$ cat src/rtl/i2c_types_pkg.sv
// rtl/i2c_types_pkg.sv - shared I2C command/response types and arbiter state encoding
package i2c_types_pkg;

  typedef enum logic [2:0] {
    I2C_START    = 3'd0,
    I2C_STOP     = 3'd1,
    I2C_WRITE    = 3'd2,
    I2C_READ_ACK = 3'd3,
    I2C_READ_NAK = 3'd4
  } i2c_cmd_t;

  typedef enum logic [1:0] {
    RSP_OK       = 2'd0,
    RSP_NAK      = 2'd1,
    RSP_ARB_LOST = 2'd2,
    RSP_ABORT    = 2'd3
  } i2c_rsp_t;

  typedef enum logic [2:0] {
    ST_IDLE       = 3'd0,
    ST_ISSUE      = 3'd1,
    ST_WAIT_RSP   = 3'd2,
    ST_OWNED      = 3'd3,
    ST_FORCE_STOP = 3'd4,
    ST_FORCE_WAIT = 3'd5
  } arb_state_t;

endpackage

$ cat src/rtl/i2c_xact_arbiter_if.sv
// rtl/i2c_xact_arbiter_if.sv - requester and engine signal bundle around the transaction arbiter
interface i2c_xact_arbiter_if #(
  parameter int NUM_REQ        = 4,
  parameter int I2C_DATA_WIDTH = 8
);
  logic [NUM_REQ-1:0][2:0]                req_cmd_i;
  logic [NUM_REQ-1:0][I2C_DATA_WIDTH-1:0] req_data_i;
  logic [NUM_REQ-1:0]                     req_valid_i;
  logic [NUM_REQ-1:0]                     req_ready_o;
  logic [NUM_REQ-1:0]                     rsp_valid_o;
  logic [I2C_DATA_WIDTH-1:0]              rsp_data_o;
  logic [1:0]                             rsp_status_o;
  logic [2:0]                             eng_cmd_o;
  logic [I2C_DATA_WIDTH-1:0]              eng_data_o;
  logic                                   eng_valid_o;
  logic                                   eng_ready_i;
  logic                                   eng_rsp_valid_i;
  logic [I2C_DATA_WIDTH-1:0]              eng_rsp_data_i;
  logic [1:0]                             eng_rsp_status_i;

  // slave: the arbiter; master: command sources plus engine
  modport slave (
    input  req_cmd_i, req_data_i, req_valid_i, eng_ready_i,
           eng_rsp_valid_i, eng_rsp_data_i, eng_rsp_status_i,
    output req_ready_o, rsp_valid_o, rsp_data_o, rsp_status_o,
           eng_cmd_o, eng_data_o, eng_valid_o
  );

  modport master (
    output req_cmd_i, req_data_i, req_valid_i, eng_ready_i,
           eng_rsp_valid_i, eng_rsp_data_i, eng_rsp_status_i,
    input  req_ready_o, rsp_valid_o, rsp_data_o, rsp_status_o,
           eng_cmd_o, eng_data_o, eng_valid_o
  );
endinterface

$ cat src/rtl/i2c_rr_pick.sv
// rtl/i2c_rr_pick.sv - combinational round-robin picker, first request at or after ptr wins
module i2c_rr_pick #(
  parameter int  N  = 4,
  localparam int IW = $clog2(N)
) (
  input  logic [N-1:0]  req,
  input  logic [IW-1:0] ptr,
  output logic [IW-1:0] grant,
  output logic          any
);

  logic [IW-1:0] idx;

  // Scan from farthest to nearest so the closest request to ptr is written last
  always_comb begin
    grant = '0;
    any   = 1'b0;
    idx   = '0;
    for (int k = N - 1; k >= 0; k--) begin
      idx = IW'((int'(ptr) + k) % N);
      if (req[idx]) begin
        grant = idx;
        any   = 1'b1;
      end
    end
  end

endmodule

$ cat src/rtl/i2c_xact_arbiter.sv
// rtl/i2c_xact_arbiter.sv - shares one I2C byte-command engine among NUM_REQ requesters
module i2c_xact_arbiter
  import i2c_types_pkg::*;
#(
  parameter int  NUM_REQ        = 4,
  parameter int  I2C_DATA_WIDTH = 8,
  parameter int  TIMEOUT_CYCLES = 1024,
  localparam int IW             = $clog2(NUM_REQ),
  localparam int TW             = $clog2(TIMEOUT_CYCLES + 1)
) (
  input  logic                clk_i,
  input  logic                rst_i,
  i2c_xact_arbiter_if.slave   bus,
  output logic [IW-1:0]       owner_o,
  output logic                busy_o
);

  arb_state_t                state_q, state_d;
  logic [IW-1:0]             owner_q, owner_d, rr_ptr_q, rr_ptr_d;
  logic [IW-1:0]             pick_idx, owner_next;
  logic                      pick_any;
  logic [TW-1:0]             tcnt_q, tcnt_d;
  logic                      stop_q, stop_d;
  logic [NUM_REQ-1:0]        start_req, illegal_req;
  logic [NUM_REQ-1:0]        rsp_valid_q, rsp_valid_d;
  logic [I2C_DATA_WIDTH-1:0] rsp_data_q, rsp_data_d;
  logic [1:0]                rsp_status_q, rsp_status_d;

  // Illegal-accept ready is combinational, so it is held off during reset
  always_comb begin
    start_req   = '0;
    illegal_req = '0;
    for (int i = 0; i < NUM_REQ; i++) begin
      start_req[i]   = bus.req_valid_i[i] && (bus.req_cmd_i[i] == I2C_START);
      illegal_req[i] = rst_i && bus.req_valid_i[i] && (bus.req_cmd_i[i] != I2C_START);
    end
  end

  i2c_rr_pick #(.N(NUM_REQ)) u_pick (
    .req   (start_req),
    .ptr   (rr_ptr_q),
    .grant (pick_idx),
    .any   (pick_any)
  );

  assign owner_next = (owner_q == IW'(NUM_REQ - 1)) ? '0 : owner_q + IW'(1);

  always_comb begin
    state_d          = state_q;
    owner_d          = owner_q;
    rr_ptr_d         = rr_ptr_q;
    tcnt_d           = tcnt_q;
    stop_d           = stop_q;
    rsp_valid_d      = '0;
    rsp_data_d       = rsp_data_q;
    rsp_status_d     = rsp_status_q;
    bus.req_ready_o  = '0;
    bus.eng_valid_o  = 1'b0;
    bus.eng_cmd_o    = I2C_START;
    bus.eng_data_o   = '0;
    case (state_q)
      ST_IDLE: begin
        bus.req_ready_o = illegal_req;
        if (|illegal_req) begin
          rsp_valid_d  = illegal_req;
          rsp_data_d   = '0;
          rsp_status_d = RSP_ABORT;
        end
        if (pick_any) begin
          owner_d = pick_idx;
          state_d = ST_ISSUE;
        end
      end
      ST_ISSUE: begin
        bus.eng_valid_o          = 1'b1;
        bus.eng_cmd_o            = bus.req_cmd_i[owner_q];
        bus.eng_data_o           = bus.req_data_i[owner_q];
        bus.req_ready_o[owner_q] = bus.eng_ready_i;
        if (bus.eng_ready_i) begin
          stop_d  = (bus.req_cmd_i[owner_q] == I2C_STOP);
          state_d = ST_WAIT_RSP;
        end
      end
      ST_WAIT_RSP: begin
        if (bus.eng_rsp_valid_i) begin
          rsp_valid_d[owner_q] = 1'b1;
          rsp_data_d           = bus.eng_rsp_data_i;
          rsp_status_d         = bus.eng_rsp_status_i;
          // Lost arbitration means the engine already let go of the bus
          if (stop_q || (bus.eng_rsp_status_i == RSP_ARB_LOST)) begin
            state_d  = ST_IDLE;
            rr_ptr_d = owner_next;
          end else begin
            state_d = ST_OWNED;
            tcnt_d  = '0;
          end
        end
      end
      ST_OWNED: begin
        if (bus.req_valid_i[owner_q]) begin
          state_d = ST_ISSUE;
          tcnt_d  = '0;
        end else if (tcnt_q == TW'(TIMEOUT_CYCLES)) begin
          state_d = ST_FORCE_STOP;
        end else begin
          tcnt_d = tcnt_q + TW'(1);
        end
      end
      ST_FORCE_STOP: begin
        bus.eng_valid_o = 1'b1;
        bus.eng_cmd_o   = I2C_STOP;
        if (bus.eng_ready_i) begin
          state_d = ST_FORCE_WAIT;
        end
      end
      ST_FORCE_WAIT: begin
        if (bus.eng_rsp_valid_i) begin
          rsp_valid_d[owner_q] = 1'b1;
          rsp_data_d           = bus.eng_rsp_data_i;
          rsp_status_d         = RSP_ABORT;
          state_d              = ST_IDLE;
          rr_ptr_d             = owner_next;
        end
      end
      default: state_d = ST_IDLE;
    endcase
  end

  always_ff @(posedge clk_i or negedge rst_i) begin
    if (!rst_i) begin
      state_q      <= ST_IDLE;
      owner_q      <= '0;
      rr_ptr_q     <= '0;
      tcnt_q       <= '0;
      stop_q       <= 1'b0;
      rsp_valid_q  <= '0;
      rsp_data_q   <= '0;
      rsp_status_q <= '0;
    end else begin
      state_q      <= state_d;
      owner_q      <= owner_d;
      rr_ptr_q     <= rr_ptr_d;
      tcnt_q       <= tcnt_d;
      stop_q       <= stop_d;
      rsp_valid_q  <= rsp_valid_d;
      rsp_data_q   <= rsp_data_d;
      rsp_status_q <= rsp_status_d;
    end
  end

  assign bus.rsp_valid_o  = rsp_valid_q;
  assign bus.rsp_data_o   = rsp_data_q;
  assign bus.rsp_status_o = rsp_status_q;
  assign owner_o          = owner_q;
  assign busy_o           = (state_q != ST_IDLE);

endmodule
$ cat src/flat_wrapper.sv
// flat-port wrapper written by rule: the top's interface ports become plain ports
module i2c_xact_arbiter_flat import i2c_types_pkg::*;
#(
  parameter int  NUM_REQ        = 4,
  parameter int  I2C_DATA_WIDTH = 8,
  parameter int  TIMEOUT_CYCLES = 1024,
  localparam int IW             = $clog2(NUM_REQ),
  localparam int TW             = $clog2(TIMEOUT_CYCLES + 1)
)
  (clk_i, rst_i, owner_o, busy_o, bus_req_cmd_i, bus_req_data_i, bus_req_valid_i, bus_eng_ready_i, bus_eng_rsp_valid_i, bus_eng_rsp_data_i, bus_eng_rsp_status_i, bus_req_ready_o, bus_rsp_valid_o, bus_rsp_data_o, bus_rsp_status_o, bus_eng_cmd_o, bus_eng_data_o, bus_eng_valid_o);
  i2c_xact_arbiter_if #(.NUM_REQ(NUM_REQ), .I2C_DATA_WIDTH(I2C_DATA_WIDTH)) bus_i ();
  input  logic clk_i;
  input  logic rst_i;
  output logic [IW-1:0] owner_o;
  output logic busy_o;
  input wire logic [$bits(bus_i.req_cmd_i)-1:0] bus_req_cmd_i;
  input wire logic [$bits(bus_i.req_data_i)-1:0] bus_req_data_i;
  input wire logic [$bits(bus_i.req_valid_i)-1:0] bus_req_valid_i;
  input wire logic [$bits(bus_i.eng_ready_i)-1:0] bus_eng_ready_i;
  input wire logic [$bits(bus_i.eng_rsp_valid_i)-1:0] bus_eng_rsp_valid_i;
  input wire logic [$bits(bus_i.eng_rsp_data_i)-1:0] bus_eng_rsp_data_i;
  input wire logic [$bits(bus_i.eng_rsp_status_i)-1:0] bus_eng_rsp_status_i;
  output wire logic [$bits(bus_i.req_ready_o)-1:0] bus_req_ready_o;
  output wire logic [$bits(bus_i.rsp_valid_o)-1:0] bus_rsp_valid_o;
  output wire logic [$bits(bus_i.rsp_data_o)-1:0] bus_rsp_data_o;
  output wire logic [$bits(bus_i.rsp_status_o)-1:0] bus_rsp_status_o;
  output wire logic [$bits(bus_i.eng_cmd_o)-1:0] bus_eng_cmd_o;
  output wire logic [$bits(bus_i.eng_data_o)-1:0] bus_eng_data_o;
  output wire logic [$bits(bus_i.eng_valid_o)-1:0] bus_eng_valid_o;
  assign bus_i.req_cmd_i = bus_req_cmd_i;
  assign bus_i.req_data_i = bus_req_data_i;
  assign bus_i.req_valid_i = bus_req_valid_i;
  assign bus_i.eng_ready_i = bus_eng_ready_i;
  assign bus_i.eng_rsp_valid_i = bus_eng_rsp_valid_i;
  assign bus_i.eng_rsp_data_i = bus_eng_rsp_data_i;
  assign bus_i.eng_rsp_status_i = bus_eng_rsp_status_i;
  assign bus_req_ready_o = bus_i.req_ready_o;
  assign bus_rsp_valid_o = bus_i.rsp_valid_o;
  assign bus_rsp_data_o = bus_i.rsp_data_o;
  assign bus_rsp_status_o = bus_i.rsp_status_o;
  assign bus_eng_cmd_o = bus_i.eng_cmd_o;
  assign bus_eng_data_o = bus_i.eng_data_o;
  assign bus_eng_valid_o = bus_i.eng_valid_o;
  i2c_xact_arbiter #(.NUM_REQ(NUM_REQ), .I2C_DATA_WIDTH(I2C_DATA_WIDTH), .TIMEOUT_CYCLES(TIMEOUT_CYCLES)) u_core (.clk_i(clk_i), .rst_i(rst_i), .bus(bus_i), .owner_o(owner_o), .busy_o(busy_o));
endmodule
$ cat config.mk
export PLATFORM = sky130hd
export DESIGN_NAME = i2c_xact_arbiter_flat
export DESIGN_NICKNAME = d
export VERILOG_FILES = /design/src/rtl/i2c_types_pkg.sv /design/src/rtl/i2c_xact_arbiter_if.sv /design/src/rtl/i2c_rr_pick.sv /design/src/rtl/i2c_xact_arbiter.sv /design/src/flat_wrapper.sv
export SDC_FILE = /design/constraint.sdc
export NUM_CORES = 1
export LEC_CHECK = 0
export CORE_MARGIN = 2
export CORE_UTILIZATION = 46
export CTS_CLUSTER_SIZE = 25
export DETAILED_ROUTE_END_ITERATION = 10
export GPL_ROUTABILITY_DRIVEN = 0
export PLACE_DENSITY = 0.86
export SETUP_SLACK_MARGIN = 0.2
export SYNTH_ARGS = -nofsm -noshare
export SYNTH_HDL_FRONTEND = slang
export SYNTH_SLANG_ARGS = --single-unit
$ cat constraint.sdc
create_clock -name clk_i -period 3.2 [get_ports clk_i]
set_input_delay 0.64 -clock clk_i [delete_from_list [all_inputs] [get_ports clk_i]]
set_output_delay 0.64 -clock clk_i [all_outputs]
set_load 0.01 [all_outputs]
Yosys cells after proc, flatten, opt, wreduce, memory -nomap -nowiden
Cells that the tools add are included.
{ "totals": {"reg_bits": 33, "latchBits": 0, "mem_bits_ro": 0, "out_inout_bits": 33, "mem_count": 0, "in_bits": 62, "mem_bits_rw": 0} }
{ "classes": {"reduce_logical": 38, "n_eq_ne": 20, "n_bitwise": 1, "div_mod_pow": 0, "shift": 0, "mul": 0, "n_addsub": 5, "muxes": 57, "magnitude_cmp": 6} }
{ "ops": {"columns": ["operator", "count"], "rows": [
  ["11-bit 2-to-1 mux", 4],
  ["8-bit 2-to-1 mux", 4],
  ["2-bit 2-to-1 mux", 12],
  ["3-bit 2-to-1 mux", 8],
  ["11-bit one-hot mux with 2 select lines", 1],
  ["3-bit one-hot mux with 6 select lines", 1],
  ["3-bit nonzero test", 6],
  ["8-bit binary-select mux with 2-bit select", 1],
  ["4-bit one-hot mux with 2 select lines", 2],
  ["8-bit one-hot mux with 2 select lines", 1],
  ["3-bit zero test", 5],
  ["2-bit by 3-bit less-than comparator with 1-bit output, second input constant", 5],
  ["1-bit logical AND", 13],
  ["4-bit AND reduction", 3],
  ["11-bit by 1-bit adder with 11-bit output, second input constant", 1],
  ["11-bit equality test, second input constant", 1],
  ["1-bit 2-to-1 mux", 11],
  ["1-bit binary-select mux with 2-bit select", 5],
  ["2-bit != test, second input constant", 5],
  ["4-bit 2-to-1 mux", 2],
  ["2-bit by 1-bit != test with 1-bit output, second input constant", 4],
  ["3-bit binary-select mux with 2-bit select", 1],
  ["3-bit by 1-bit equality test with 1-bit output, second input constant", 2],
  ["3-bit by 2-bit equality test with 1-bit output, second input constant", 2],
  ["19 further kinds", 27]
]} }

Logic depth before layout (Yosys ltp)
{ "depth": {"word_depth": 10, "mapped_depth": 8} }

Modules after synthesis
A second synthesis with hierarchy kept.
{ "hier_totals": {"hier_cells": 219, "area_unflattened_um2": 2303.5} }
{ "by_module_without_submodules": {"columns": ["mod", "n_inst", "seq_area_each_um2", "area_per_inst_um2", "cells_each"], "rows": [
  ["i2c_xact_arbiter", 1, 825.8, 2225.9, 206],
  ["i2c_rr_pick", 1, 0.0, 77.6, 13]
]} }

Worst setup path after synthesis
No wires, ideal clock.
{ "synth_timing": {"path_type": "register -> output", "startpoint": "reg u_core.owner_q[0] (netlist: u_core.owner_o[0])", "endpoint": "out bus_eng_data_o[2]", "slack_ps": 787, "path_buffers": 2, "t_arrival_ps": 1773, "path_stages_with_launch": 5, "path_cell_list": "dfrtp_1 buf_2 buf_1 mux4_2 and2_1"} }
{ "synth_between": {"elab_chain_cells": 3} }
{ "synth_rtl": {"columns": ["item", "line_no", "source"], "rows": [
  ["start: declaration", "i2c_xact_arbiter.sv:19", "logic [IW-1:0] owner_q, owner_d, rr_ptr_q, rr_ptr_d;"],
  ["start signal: assignment", "i2c_xact_arbiter.sv:141", "owner_q <= owner_d;"],
  ["8-bit binary-select mux with 2-bit select", "i2c_xact_arbiter.sv:77", "bus.eng_data_o = bus.req_data_i[owner_q];"],
  ["8-bit 2-to-1 mux (implied by the code)", "i2c_xact_arbiter.sv:77", null],
  ["8-bit 2-to-1 mux", "i2c_xact_arbiter.sv:61", "case (state_q)"],
  ["end: declaration", "flat_wrapper.sv:28", "output wire logic [$bits(bus_i.eng_data_o)-1:0] bus_eng_data_o;"]
]} }
No other way between the ends. The select of a mux whose other input is x is not followed.

Worst setup path in the final report
{ "layout_timing": {"startpoint": "in bus_req_cmd_i[4]", "endpoint": "out bus_eng_cmd_o[1]"} }
{ "layout_between": {"elab_chain_cells": 3} }
{ "layout_rtl": {"columns": ["item", "line_no", "source"], "rows": [
  ["start: declaration", "flat_wrapper.sv:16", "input wire logic [$bits(bus_i.req_cmd_i)-1:0] bus_req_cmd_i;"],
  ["3-bit binary-select mux with 2-bit select", "i2c_xact_arbiter.sv:76", "bus.eng_cmd_o = bus.req_cmd_i[owner_q];"],
  ["3-bit 2-to-1 mux (implied by the code)", "i2c_xact_arbiter.sv:76", null],
  ["3-bit one-hot mux with 2 select lines", "i2c_xact_arbiter.sv:61", null],
  ["end: declaration", "flat_wrapper.sv:27", "output wire logic [$bits(bus_i.eng_cmd_o)-1:0] bus_eng_cmd_o;"]
]} }
No other way between the ends. The select of a mux whose other input is x is not followed.

==> flow_summary.toml <==
[clocking]
clk_path_buf_depth = 2
cts_tree = "built"
clk_pin_slew_ps = 70
cts_setup_buffers = 0
htreeDepth = 2
clock-sinks = 33
cts_hold_buffers = 0
clock-root-buffer = "clkbuf_8"
cts-buffers-inserted = 5
clock_latency_ps = 280

[floorplan]
row_count = 25
die_area_mm2 = 0.00538
ios = 95
initial_core_util_pct = 47.1
coreArea_mm2 = 0.00469
dieWidth_um = 73.3
die_y_um = 73.3

[setup_path]
crit_chain = "clkdlybuf4s50_1 > mux4_1 > and2_1 > clkdlybuf4s50_1"
endpoint_kind = "output port"
slowest_stage = "mux4_1"
critical_path_class = "primary input to output port"
r2r-end = "u_core.tcnt_q[8]"
crit_fanout = 3
cpMostUsedCell = "clkdlybuf4s50_1"
slowest_delay_ps = 550
r2r_start = "u_core.owner_o[1]"
cp_data_required_time_ps = 2560
cp-start-kind = "primary input"
reg2regPathDepth = 5
arrival_ps = 2330
rrSetupSlack_ps = 560

[grt]
antenna_found_initial = 0
grt_pass1_wl_mm = 10.2
grt_pass1_vias = 2148
grtUsageTotal_pct = 24.5
grt_max_degree = 34
gr-total-overflow = 0

[power_and_ir_drop]
power_frac_clock_pct = 13.3
power_frac_seq_pct = 30.6
switching_share_pct = 39.0
combPwrFrac_pct = 56.1
ir_worst_vdd_v = 0.000482
leakage_nw = 1.36
power.density_mw_per_mm2 = 677
p_int_w = 0.00137
p_switching_w = 0.000880

[yosys]
syn_area_mm2 = 0.00221
async_reset_ff_share_pct = 100
syn_nets = 308
synthCells = 240
ys_ff_latch = 33
ys_types = 41
avgSynthCellArea_um2 = 9.22
yosys_warnings = 0
synthFlopType = "dfrtp_1"
synth_edf_count = 0
yosysSeqAreaShare_pct = 37.3

[route]
drt_iter0_drc = 158
ant_nets = 0
drt_pass1_iterations = 4
wl_mm = 6.52
routedWlPerCell_um = 16.6
via_per_inst = 5.58
drcViolationCount = 0
via_count = 2191

[worst_hold_path]
whs_path_depth = 2
hold_path_end = "u_core.bus.rsp_data_o[7]"
hp-class = "flop to flop"
worstHoldStart = "u_core.bus.rsp_data_o[7]"

[final_layout]
area_delta_synth_final_pct = 50.5
final_common_cell = "clkdlybuf4s50_1"
final_cell_mix = "clkdlybuf4s50_1, nand2_1, dfrtp_1, o21ai_0, nor2_1"
postLayoutCellArea_mm2 = 0.00333
drive_gt1_share_pct = 10.0
n_antenna_cell = 0
nets = 406
fin_cells = 393

[timing]
slew_viol_final = 0
tns_ps = 0
post-route-min-period_ps = 2970
worst_hold_slack_ps = 482
period_share_pct = 92.7
fin_worst_skew_ps = 6.93
relSlewSlack_pct = 54.1
max_freq_mhz = 337
hold_viol = 0
worst_slew_pin_slew_ps = 680
setup_viol = 0
rsz0062_at_grt = "no"

[outcome]
outcome = "finished clean"

[placement]
detailed_place_hpwl_mm = 5.06
dp_cells = 385
place.port_buffers = 94
placed_area_mm2 = 0.00324

[run]
drv_cap = 0
## power by group through the flow
stage / sequential [W] / clock [W] / combinational [W]
global route: 0.000708 / 0.000326 / 0.00138
floorplan: 0.000666 / 0 / 0.000707
CTS: 0.000685 / 0.000309 / 0.00127
global placement: 0.000686 / 0 / 0.00124
finish: 0.000689 / 0.000301 / 0.00126
detailed placement: 0.000691 / 0 / 0.00126
## cell families after synthesis
kind of cell	after synthesis	synth area share, %
adders and majority gates	6	3.39
DFF	33	37.3
xor gates and xnor gates	2	0.792
AOI/OAI and AO/OA	60	17.3
and+or+nand+nor	99	22.2
buffers and inverters	24	4.52
muxes	16	14.5
## how the worst max path moves through the flow
| stage | depth (start not counted) | startpoint | end | slack [ps] |
|---|---|---|---|---|
| after global routing | 4 | bus_req_cmd_i[4] | bus_eng_cmd_o[1] | 210 |
| after detailed placement | 5 | bus_req_cmd_i[4] | bus_req_ready_o[1] | 200 |
| after CTS | 5 | bus_req_cmd_i[6] | bus_req_ready_o[2] | 220 |
| final | 4 | bus_req_cmd_i[4] | bus_eng_cmd_o[1] | 230 |
| after floorplan | 4 | u_core.owner_o[0] | bus_eng_data_o[2] | 790 |
| after global placement | 5 | bus_req_cmd_i[4] | bus_req_ready_o[1] | 130 |
## layer usage
metal	GRT usage, %	vias to the layer above	wire [um]
met5	0	-	0
met4	8.08	0	51
met3	4.94	4	292
met2	40.1	70	3410
met1	32.4	1048	2770
li1	-	1069	-
## critical path: cells and delay by family
family | cells | cell delay (ps)
buffers and inverters | 2 | 960
muxes | 1 | 550
and+or+nand+nor | 1 | 170
## flip-flops by register name (all words and copies together), names as in the netlist
name / count
u_core.tcnt_q: 11
u_core.bus.rsp_data_o: 8
u_core.bus.rsp_valid_o: 4
u_core.state_q: 3
u_core.bus.rsp_status_o: 2
u_core.owner_o: 2
u_core.rr_ptr_q: 2
u_core.stop_q: 1
## through the flow
step	utilization (%)	setup WS [ps]	total power [W]
5_1_grt	71.0	210	0.00241
3_5_place_dp	69.0	197	0.00195
3_3_place_gp	69.0	135	0.00192
4_1_cts	70.8	219	0.00226
6_report	71.0	234	0.00225
2_1_floorplan	-	787	0.00137
## repair_timing
item                                    4_1_cts  5_1_grt
hold endpoints to repair                      0        0
gates resized for setup                       3        4
endpoints found under the setup margin        3       12
## cells in the mapped netlist, types with 6 or more instances
library cell | n | area (um^2)
and2_1 | 12 | 75.1
o21ai_0 | 20 | 100
nor4_1 | 6 | 37.5
dfrtp_1 | 33 | 826
nor2_1 | 19 | 71.3
a21o_1 | 8 | 60.1
clkbuf_1 | 9 | 33.8
a21oi_1 | 8 | 40.0
ha_1 | 6 | 75.1
nand2_1 | 35 | 131
inv_1 | 11 | 41.3
mux4_2 | 10 | 225
## final cells by class
| type | instances | area [um^2] |
|---|---|---|
| fillers | 347 | 1360 |
| multi-input cells | 183 | 1290 |
| repair buffers | 104 | 1020 |
| flip-flops and latches | 33 | 826 |
| clock buffers | 5 | 68.8 |
| well taps | 54 | 67.6 |
| inverters | 11 | 41.3 |
| clock inverters | 3 | 17.5 |
Note: power is estimated with default switching activity, not from simulation.
